## src/rtl/apu_frame_sequencer.sv

```systemverilog
// APU frame counter / sequencer.
// Produces quarter-frame and half-frame clock pulses and the frame IRQ from a
// free-running cpu_clk cycle counter that $4017 writes can reconfigure.
// A $4017 write takes effect a few cycles after the strobe. At that point the
// counter restarts and the new mode is applied.
// Optional feature macro: FRAME_IRQ_EN. When it is defined, the sticky frame
// IRQ flag and the irq_inhibit bit are built. When it is undefined, frame_irq
// is tied low.
module apu_frame_sequencer #(
  parameter int STEP1       = 7457,
  parameter int STEP2       = 14913,
  parameter int STEP3       = 22371,
  parameter int STEP4       = 29829,
  parameter int STEP5       = 37281,
  parameter int WRITE_DELAY = 3
) (
  input  logic       cpu_clk,
  input  logic       rst_l,
  input  logic       reg_write,
  input  logic [7:0] reg_data,
  input  logic       status_read,
  output logic       quarter_clk,
  output logic       half_clk,
  output logic       frame_irq,
  output logic       mode
);

  localparam logic [15:0] S1   = 16'(STEP1);
  localparam logic [15:0] S2   = 16'(STEP2);
  localparam logic [15:0] S3   = 16'(STEP3);
  localparam logic [15:0] S4   = 16'(STEP4);
  localparam logic [15:0] S4M1 = 16'(STEP4 - 1);
  localparam logic [15:0] S5   = 16'(STEP5);
  localparam int          DW   = $clog2(WRITE_DELAY + 1);

  logic [15:0]   cyc;
  logic          wrapped;
  logic          pending_mode;
  logic [DW-1:0] delay;

  logic [15:0]   final_step;
  logic          at_final;
  logic          apply;
  logic [15:0]   cyc_next;
  logic          mode_next;
  logic [15:0]   final_next;
  logic          wrap_next;
  logic          quarter_next;
  logic          half_next;

  // A new strobe restarts the delay, so an apply only happens when no write
  // is arriving in the same cycle.
  assign apply = (delay == DW'(1)) && !reg_write;

  // Next counter/mode value and the pulses that go with it. The pulses are
  // decoded from the next count, so the registered pulse lines up with the
  // cycle in which cyc holds the step value.
  always_comb begin
    final_step   = mode ? S5 : S4;
    at_final     = (cyc == final_step);
    cyc_next     = 16'd0;
    mode_next    = mode;
    final_next   = final_step;
    wrap_next    = 1'b0;
    quarter_next = 1'b0;
    half_next    = 1'b0;
    if (apply) begin
      // The restart wins over any step match; a 5-step apply clocks at once.
      mode_next    = pending_mode;
      quarter_next = pending_mode;
      half_next    = pending_mode;
    end else begin
      cyc_next     = at_final ? 16'd0 : cyc + 16'd1;
      wrap_next    = at_final && !mode;
      final_next   = final_step;
      quarter_next = (cyc_next == S1) || (cyc_next == S2) ||
                     (cyc_next == S3) || (cyc_next == final_next);
      half_next    = (cyc_next == S2) || (cyc_next == final_next);
    end
  end

  // Cycle counter, applied mode, wrap marker and registered step pulses.
  always_ff @(posedge cpu_clk or negedge rst_l) begin
    if (!rst_l) begin
      cyc         <= 16'd0;
      mode        <= 1'b0;
      wrapped     <= 1'b0;
      quarter_clk <= 1'b0;
      half_clk    <= 1'b0;
    end else begin
      cyc         <= cyc_next;
      mode        <= mode_next;
      wrapped     <= wrap_next;
      quarter_clk <= quarter_next;
      half_clk    <= half_next;
    end
  end

  // Pending $4017 write: latch the requested mode and count down to apply.
  always_ff @(posedge cpu_clk or negedge rst_l) begin
    if (!rst_l) begin
      pending_mode <= 1'b0;
      delay        <= '0;
    end else if (reg_write) begin
      pending_mode <= reg_data[7];
      delay        <= DW'(WRITE_DELAY);
    end else if (delay != '0) begin
      delay        <= delay - DW'(1);
    end
  end

`ifdef FRAME_IRQ_EN
  logic irq_inhibit;
  logic irq_set;

  // The flag is raised on the last two cycles of a 4-step frame and again on
  // the cycle just after the wrap.
  assign irq_set = !mode && !irq_inhibit &&
                   ((cyc == S4M1) || (cyc == S4) || wrapped);

  // Inhibit bit and sticky IRQ flag. An inhibiting write clears the flag at
  // once. A set in the same cycle beats a status read.
  always_ff @(posedge cpu_clk or negedge rst_l) begin
    if (!rst_l) begin
      irq_inhibit <= 1'b0;
      frame_irq   <= 1'b0;
    end else begin
      if (reg_write) begin
        irq_inhibit <= reg_data[6];
      end
      if (reg_write && reg_data[6]) begin
        frame_irq <= 1'b0;
      end else if (irq_set) begin
        frame_irq <= 1'b1;
      end else if (status_read) begin
        frame_irq <= 1'b0;
      end
    end
  end

  logic unused_bits;
  assign unused_bits = &{1'b0, reg_data[5:0]};
`else
  assign frame_irq = 1'b0;

  logic unused_bits;
  assign unused_bits = &{1'b0, reg_data[6:0], status_read, wrapped};
`endif

endmodule

```

## config.mk

```make
export PLATFORM = sky130hd
export DESIGN_NAME = apu_frame_sequencer
export DESIGN_NICKNAME = d
export VERILOG_FILES = /design/src/rtl/apu_frame_sequencer.sv
export SDC_FILE = /design/constraint.sdc
export NUM_CORES = 1
export LEC_CHECK = 0
export BUFFER_PORTS_ARGS = -buffer_cell sky130_fd_sc_hd__buf_2
export CAP_MARGIN = 5
export CORE_MARGIN = 2
export CORE_UTILIZATION = 28
export CTS_CLUSTER_SIZE = 28
export DETAILED_ROUTE_END_ITERATION = 8
export HOLD_SLACK_MARGIN = 0.08
export SKIP_LAST_GASP = 1
export SLEW_MARGIN = 30
export SYNTH_ARGS = -nofsm -noshare
export SYNTH_HDL_FRONTEND = slang
export SYNTH_SLANG_ARGS = --single-unit
```

## constraint.sdc

```tcl
create_clock -name cpu_clk -period 1.9 [get_ports cpu_clk]
set_clock_uncertainty 0.05 [all_clocks]
set_input_delay 0.285 -clock cpu_clk [delete_from_list [all_inputs] [get_ports cpu_clk]]
set_output_delay 0.285 -clock cpu_clk [all_outputs]
set_load 0.1 [all_outputs]
```

==> impl_results.md <==
* Status: finished, violations left
* Violated checks: setup timing
* Die Wd at 77.5 um
* Layout area overhead at 37.3%
* Slowest stage delay, CP at 0.44 ns
* GRT Total Usage at 13.5%
* Final worst slack at -0.161 ns
* # IOs at 16
* Placer Congestion at 0.788
* Proportion of layout cells with a drive suffix above 1 at 39.9%
* Hpwl dp at 2.70 mm
* Total power at 2.22 mW
* Peak VDD IR at 0.000780 V
* Synth warn at 0
* Post-synth top flop: dfrtp_1
* Cell Count, Final, Fillers Out at 273
* IO buf count at 6
* Post-synthesis cell area at 1510 um2
* Post-synth EDFFs at 0
* Hold Vio Cnt, Final at 0
* Worst-margin pin slew at 0.515 ns
* Avg Inst Size Synth at 9.00 um2
* Num CTS Buffers at 3
* Average wire per standard cell at 14.1 um
* RSZ-0062 raised after global routing: true
* WP data required at 2.05 ns
* Die area at 6000 um2
* Longest Clk Path Bufs at 2
* Largest net degree at the start of global routing at 23
* Fill cell count at 513
* Fmax at 485 MHz
* First-pass DRT Iterations at 4
* Period utilization at 108%
* Leading cell types in the layout, fill and taps excluded: buf_4, nor2_1, dfrtp_1
* Data arrival time of the critical path at 2.21 ns
* Max-slew violations at 0
* Vias in the first global route at 1,332
* Delay-heaviest family, CP: simple AND/OR/NAND/NOR gates
* Clk pin slew, worst setup/hold paths at 0.08 ns
* DRC at 0
* Post-synthesis instance total at 168
* H-Tree Depth at 1
* Critical path's slowest cell: dfrtp_2
* Starting Density at 29.2%
* Total gr overflow at 0
* Vias/cell at 4.85
* Sequential cell area fraction in the yosys report at 36.4%
* WP buf/inv at 0
* Antenna cells at 0
* WHS at 0.199 ns
* Skew-Pair Late Insertion Delay at 0.27 ns
* Nets at 220
* Global-route wire length before repair at 6.49 mm
* Max cap viols at 0
* Leakage at 0.870 nW
* Initial antenna violation count at 0
* Placed Cells at 264
* Tmin final at 2.06 ns
* Area leader, netlist: dfrtp_1
* Number of DRC markers in iteration 0 at 61
* Vias at 1,325
* Die H at 77.5 um
* Rows at 26
* Setup crit end kind: flop
* Critical Path Fanout Max at 5
* Relative slew margins at 65.7%
* Worst Hold Class: in -> reg
* CTS tree: done
* Kind of critical path: reg -> reg
* Antenna-violating nets left at 0
* Seq cells post-synth at 22
* Clk sinks at 22
* Area share of the largest cell type after synthesis at 36.4%
* Worst-path cell chain: ha_4 > and2_4 > nand3_4 > or3_4 > a21boi_2 > o32ai_2 > o2111ai_2 > nand3_1
* Commonest non-fill, non-tap cell in the layout: buf_4
* Power per cell area at 1070 nW/um2
* Ys async rst share at 100%
* Count of unique library cells instantiated by Yosys at 47
* Synthesized Nets at 184
* Finished Core Util at 40.1%
* Cell area after layout at 2080 um2
* Core box area at 5170 um2
* Ranking of synthesized cells by area: dfrtp_1, nor2_1, xnor2_1
* Routed wire length at 3.84 mm
* Dpl cell area at 1820 um2
* Crit path launch type: flop
* Final setup viols at 2
* Clock Tree Root: clkbuf_8
## registers in the layout, indices dropped and copies added (netlist names)
signal and flops:
cyc 16, delay 2, half_clk 1, mode 1, pending_mode 1, quarter_clk 1
## power by group
group | internal [mW] | switching, mW | leakage [nW]
registers | 0.578 | 0.169 | 0.282
logic | 0.541 | 0.596 | 0.559
clock network | 0.185 | 0.155 | 0.0288
## timing repair
item | 4_1_cts | 5_1_grt
cloned | 0 | 1
hold endpoints to repair | 22 | 0
hold buffers | 1 | 0
pin swaps | 5 | 11
setup buffers | 0 | 3
endpoints found under the setup margin | 2 | 14
resized for setup | 11 | 18
## cells in the mapped netlist (3+ instances only)
cell type / number
a21oi_1: 4
and2_1: 3
buf_2: 6
clkbuf_1: 3
dfrtp_1: 22
ha_1: 4
inv_1: 5
nand2_1: 13
nand2b_1: 3
nand3_1: 9
nand4_1: 6
nor2_1: 22
nor2b_1: 3
nor3_1: 7
nor4_1: 3
o21ai_0: 3
or3_1: 3
xnor2_1: 7
xor2_1: 6
## worst reg2reg max path, stage by stage, from the launching register on
cell and delay (ns):
dfrtp_2 0.44, ha_4 0.18, and2_4 0.16, nand3_4 0.08, or3_4 0.34, a21boi_2 0.16, o32ai_2 0.31, o2111ai_2 0.16
nand3_1 0.12
## logic make-up (layout without fill, tap and decap cells)
family                     Yosys count  after routing  share of synthesized area [%]
DFF                                 22             22                           36.4
and+or+nand+nor                     87             87                           33.3
buffers and inverters               16             51                           5.22
other                                1              1                          0.248
muxes                                3              3                           2.15
adders and majority gates            4              4                           3.31
xor gates and xnor gates            15             15                           9.69
AOI/OAI and AO/OA                   20             20                           9.69
## path summary, 6_finish.rpt
| path | start | to | slack, ns | cells after the start |
|---|---|---|---|---|
| min in group asynchronous | rst_l | cyc[7] | 0.48 | 2 |
| worst max-delay path | cyc[1] | quarter_clk | -0.16 | 8 |
| max in group asynchronous | rst_l | mode | 0.93 | 2 |
| worst min-delay path | reg_data[7] | pending_mode | 0.20 | 2 |
| worst min register to register | pending_mode | pending_mode | 0.47 | 1 |
| worst max register to register | cyc[1] | quarter_clk | -0.16 | 8 |
## metal layers
metal / global-route usage (%) / vias to the layer above / wire length, um
li1: - / 660 / -
met1: 17.6 / 649 / 1820
met2: 23.3 / 14 / 1930
met3: 3.26 / 2 / 83
met4: 1.43 / 0 / 7
met5: 0 / - / 0
## per-stage QoR
stage               worst slack (ns)  setup TNS [ns]
floorplan                    -0.0519         -0.0855
global placement              -0.148          -0.274
detailed placement            -0.180          -0.314
CTS                           -0.135          -0.230
global route                  -0.280          -0.619
finish                        -0.161          -0.297
## cell type report
cell class | instances | area (um2) | area share [%]
clock buffer | 4 | 55.1 | 2.65
inverter | 5 | 21.3 | 1.02
multi-input combinational | 130 | 1020 | 48.9
sequential | 22 | 557 | 26.8
tap | 70 | 87.6 | 4.22
timing repair buffer | 42 | 339 | 16.3
Note: power is estimated with default switching activity, not from simulation.
